===== src/rtl/bit_serial_adder_pkg.sv =====
// Shared definitions for the bit-serial adder: FSM encoding, default width, counter sizing.
package bit_serial_adder_pkg;

  localparam int DEFAULT_WIDTH = 8;

  // 2'd3 is unused; the FSM treats it as illegal and falls back to IDLE.
  typedef enum logic [1:0] {
    IDLE = 2'd0,
    RUN  = 2'd1,
    DONE = 2'd2
  } state_e;

  function automatic int count_w(input int width);
    return (width > 1) ? $clog2(width) : 1;
  endfunction

endpackage


===== src/rtl/full_adder.sv =====
// Single-bit full adder cell; purely combinational.
module full_adder (
  input  logic a,
  input  logic b,
  input  logic cin,
  output logic sum,
  output logic cout
);

  assign sum  = a ^ b ^ cin;
  assign cout = (a & b) | (a & cin) | (b & cin);

endmodule


===== src/rtl/bit_serial_adder.sv =====
// WIDTH-bit adder processed LSB-first through one full_adder; done pulses WIDTH+1 edges after start.
// No backpressure: start is taken only in IDLE, and requests arriving while busy are dropped.
module bit_serial_adder
  import bit_serial_adder_pkg::*;
#(
  parameter int WIDTH = DEFAULT_WIDTH
) (
  input  logic             clk,
  input  logic             rst_n,
  input  logic             start,
  input  logic [WIDTH-1:0] a,
  input  logic [WIDTH-1:0] b,
  input  logic             cin,
  output logic             busy,
  output logic             done,
  output logic [WIDTH-1:0] sum,
  output logic             cout
);

  localparam int CW = count_w(WIDTH);

  state_e           state_q, state_d;
  logic [WIDTH-1:0] shift_a_q, shift_a_d;
  logic [WIDTH-1:0] shift_b_q, shift_b_d;
  logic [WIDTH-2:0] shift_s_q, shift_s_d;
  logic             carry_q, carry_d;
  logic [CW-1:0]    count_q, count_d;
  logic [WIDTH-1:0] sum_q, sum_d;
  logic             cout_q, cout_d;
  logic [WIDTH-1:0] s_cat;
  logic             fa_sum;
  logic             fa_cout;

  full_adder u_fa (
    .a    (shift_a_q[0]),
    .b    (shift_b_q[0]),
    .cin  (carry_q),
    .sum  (fa_sum),
    .cout (fa_cout)
  );

  always_ff @(posedge clk) begin
    if (!rst_n) begin
      state_q   <= IDLE;
      shift_a_q <= '0;
      shift_b_q <= '0;
      shift_s_q <= '0;
      carry_q   <= 1'b0;
      count_q   <= '0;
      sum_q     <= '0;
      cout_q    <= 1'b0;
    end else begin
      state_q   <= state_d;
      shift_a_q <= shift_a_d;
      shift_b_q <= shift_b_d;
      shift_s_q <= shift_s_d;
      carry_q   <= carry_d;
      count_q   <= count_d;
      sum_q     <= sum_d;
      cout_q    <= cout_d;
    end
  end

  always_comb begin
    state_d   = state_q;
    shift_a_d = shift_a_q;
    shift_b_d = shift_b_q;
    shift_s_d = shift_s_q;
    carry_d   = carry_q;
    count_d   = count_q;
    sum_d     = sum_q;
    cout_d    = cout_q;
    // Partial result with the current sum bit on top; on the last bit this is the full sum.
    s_cat     = {fa_sum, shift_s_q};

    case (state_q)
      IDLE: begin
        if (start) begin
          state_d   = RUN;
          shift_a_d = a;
          shift_b_d = b;
          shift_s_d = '0;
          carry_d   = cin;
          count_d   = '0;
        end
      end
      RUN: begin
        shift_a_d = {1'b0, shift_a_q[WIDTH-1:1]};
        shift_b_d = {1'b0, shift_b_q[WIDTH-1:1]};
        shift_s_d = s_cat[WIDTH-1:1];
        carry_d   = fa_cout;
        count_d   = count_q + CW'(1);
        if (count_q == CW'(WIDTH - 1)) begin
          state_d = DONE;
          count_d = '0;
          sum_d   = s_cat;
          cout_d  = fa_cout;
        end
      end
      DONE: begin
        state_d = IDLE;
      end
      default: begin
        state_d = IDLE;
      end
    endcase
  end

  assign busy = (state_q == RUN) || (state_q == DONE);
  assign done = (state_q == DONE);
  assign sum  = sum_q;
  assign cout = cout_q;

endmodule


===== config.mk =====
export PLATFORM = sky130hd
export DESIGN_NAME = bit_serial_adder
export DESIGN_NICKNAME = d
export VERILOG_FILES = /design/src/rtl/bit_serial_adder_pkg.sv /design/src/rtl/full_adder.sv /design/src/rtl/bit_serial_adder.sv
export SDC_FILE = /design/constraint.sdc
export NUM_CORES = 1
export LEC_CHECK = 0
export CORE_MARGIN = 2
export CORE_UTILIZATION = 45
export DETAILED_ROUTE_END_ITERATION = 16
export PLACE_DENSITY = 0.66
export SYNTH_ARGS = -nofsm -noshare
export SYNTH_HDL_FRONTEND = slang
export SYNTH_SLANG_ARGS = --single-unit

===== constraint.sdc =====
create_clock -name clk -period 2.3 [get_ports clk]
set_input_delay 0.46 -clock clk [delete_from_list [all_inputs] [get_ports clk]]
set_output_delay 0.46 -clock clk [all_outputs]
set_load 0.005 [all_outputs]

==> flow_metrics.env <==
export IMPL_status="finished, final reports clean"
export IMPL_die_area_sq_mm=0.00439
export IMPL_cts_setup_buffers=0
export IMPL_numPortBuffers=30
export IMPL_cts_tree="built"
export IMPL_placedCellCount=243
export IMPL_endpoint_kind="output pin"
export IMPL_cp_top_family="buffers and inverters"
export IMPL_die_width_um=66.3
export IMPL_fin_crit_ns=2.00
export IMPL_cts_root_buf="clkbuf_8"
export IMPL_hold_ws_ns=0.466
export IMPL_grt_pass1_wl_um=5630
export IMPL_startpoint_type="flop"
export IMPL_synth_cell_types=25
export IMPL_syn_cell_area_sq_mm=0.00175
export IMPL_fin_cells=251
export IMPL_ant_nets=0
export IMPL_htree_num_levels=2
export IMPL_final_hold_viol_count=0
export IMPL_drive_above_1_share_pct=6.40
export IMPL_cellPowerDensity_mw_per_mm2=717
export IMPL_io_pins=31
export IMPL_arrival_ns=1.54
export IMPL_core_sq_mm=0.00369
export IMPL_cpMaxStageDelayCell="clkdlybuf4s50_1"
export IMPL_final_common_cell="dfxtp_1"
export IMPL_critPathMaxStageDelay_ns=0.49
export IMPL_vias_per_cell=5.23
export IMPL_cap_violations=0
export IMPL_place_gp_congestion=0.696
export IMPL_multi_input_area_sq_um=886
export IMPL_max_freq_ghz=0.500
export IMPL_relSlewSlack_pct=64.4
export IMPL_ys_seq_elements=38
export IMPL_clk_pin_slew_ns=0.07
export IMPL_post_cts_resized=0
export IMPL_yosysTopAreaCell="dfxtp_1"
export IMPL_cts_buffer_depth=2
export IMPL_area_growth_pct=22.6
export IMPL_fin_area_sq_mm=0.00214
export IMPL_synthTopCellsByArea="dfxtp_1, mux2i_1, o211a_1, nand2_1, a21boi_0"
export IMPL_wl_um=3240
export IMPL_cp_num_buf_inv=2
export IMPL_setup_viol=0
export IMPL_cp_max_fo=4
export IMPL_clkSinkCount=38
export IMPL_clk_latency_ns=0.29
export IMPL_tightest_slew_ns=0.534
export IMPL_yosysTopAreaCellShare_pct=43.6
export IMPL_hp_class="flop to flop"
export IMPL_overflow=0
export IMPL_seqCellArea_sq_um=761
export IMPL_syn_num_nets=202
export IMPL_slew_viol_final=0
export IMPL_synth_cells=175
export IMPL_drt_wirelength_per_cell_um=12.9
export IMPL_nets=229
export IMPL_cp_required_ns=1.84
export IMPL_via_count=1312
export IMPL_synth_warnings=0
export IMPL_first_iter_violations=48
export IMPL_total_leakage_power_nw=0.897
export IMPL_hold_buffers=0
export IMPL_ys_seq_area_share_pct=43.6
export IMPL_rows=22
export IMPL_grt_pass1_vias=1328
export IMPL_avgSynthCellArea_sq_um=9.97
export IMPL_placed_cell_area_sq_mm=0.00204
export IMPL_drc=0
export IMPL_drt_pass1_iterations=4
export IMPL_grt_util_all_layers_pct=16.8
export IMPL_critPathKind="flop to output pin"
export IMPL_layout_common_cells="dfxtp_1, clkdlybuf4s50_1, nand2_1"
export IMPL_ir_drop_v=0.000322
export IMPL_fin_util_pct=58.0
export IMPL_final_setup_tns_ns=0
export IMPL_hpwl_um=2240
export IMPL_n_antenna_cell=0
export IMPL_grt_max_degree=39
export IMPL_skew_ns=0.00706
export IMPL_rsz0062_at_grt="no"
export IMPL_antenna_found_initial=0
export IMPL_min_period_over_period_pct=87.0
export IMPL_initial_core_util_pct=47.3
export IMPL_die_h_um=66.3
export IMPL_path_cells="inv_1, ha_1, clkdlybuf4s50_1"
export IMPL_fillers=342
export IMPL_cts_buffers=5
-- path summary, 6_finish.rpt --
| check | startpoint | end | slack (ns) | depth (start not counted) |
|---|---|---|---|---|
| min reg2reg | shift_a_q[7]$_SDFFE_PN0P_ | shift_a_q[7]$_SDFFE_PN0P_ | 0.47 | 2 |
| max reg2reg | state_q[0]$_SDFFE_PN0P_ | shift_a_q[1]$_SDFFE_PN0P_ | 0.54 | 5 |
| max | state_q[0]$_SDFFE_PN0P_ | busy | 0.30 | 3 |
| min | shift_a_q[7]$_SDFFE_PN0P_ | shift_a_q[7]$_SDFFE_PN0P_ | 0.47 | 2 |
-- sequential cells by signal, summed over array words and instances (netlist names) --
register   cells
carry_q        1
count_q        3
cout           1
shift_a_q      8
shift_b_q      8
shift_s_q      7
state_q        2
sum            8
-- through the flow --
step / setup slack (ns) / total power [mW]
2_1_floorplan: 0.827 / 1.01
3_3_place_gp: 0.418 / 1.07
3_5_place_dp: 0.340 / 1.08
4_1_cts: 0.297 / 1.55
5_1_grt: 0.232 / 1.62
6_report: 0.299 / 1.53
-- tightest hold or removal path, delay by kind of cell, from the launching register on --
kind | cells | cell delay, ns
AO/OA/AOI/OAI | 1 | 0.06
flip-flops | 1 | 0.31
AND/OR/NAND/NOR | 1 | 0.05
-- layout make-up --
cell class                      instances  share of cell area [%]
Timing Repair Buffer                   34                    15.4
Sequential cell                        38                    35.6
Multi-Input combinational cell        121                    41.4
Clock buffer                            6                    3.86
Inverter                                2                   0.351
Clock inverter                          2                   0.585
Tap cell                               48                    2.81
-- synth_stat cells (all sizes together) --
master   n
a21oi    1
ha       6
a32o     1
dfxtp   38
o21a     1
mux2i   17
nand2   28
nand3   10
nor2     2
nand3b   2
buf      9
o211a   15
inv      2
clkbuf   5
or3      1
nor2b   10
a21boi  13
a32oi    8
nand2b   2
o21ai    2
fa       1
mux2     1
-- metal layers --
metal  global-route usage [%]  vias up  wire, um
met1                     18.9      609      1490
met5                        0        -         0
met4                     8.42        0        57
met3                     4.43        5       135
li1                         -      675         -
met2                     29.0       23      1560
-- kinds of logic after synthesis --
family                     synth area share (%)
AOI/OAI and AO/OA                          20.1
and+or+nand+nor                            14.8
DFF                                        43.6
buffers and inverters                      5.66
adders and majority gates                  5.45
muxes                                      10.4
-- report_power, final --
group	switching (mW)	internal (mW)	total [mW]
Sequential	0.0315	0.712	0.744
Clock	0.230	0.241	0.471
Combinational	0.163	0.156	0.319
Total	0.425	1.11	1.53
Note: power is estimated with default switching activity, not from simulation.
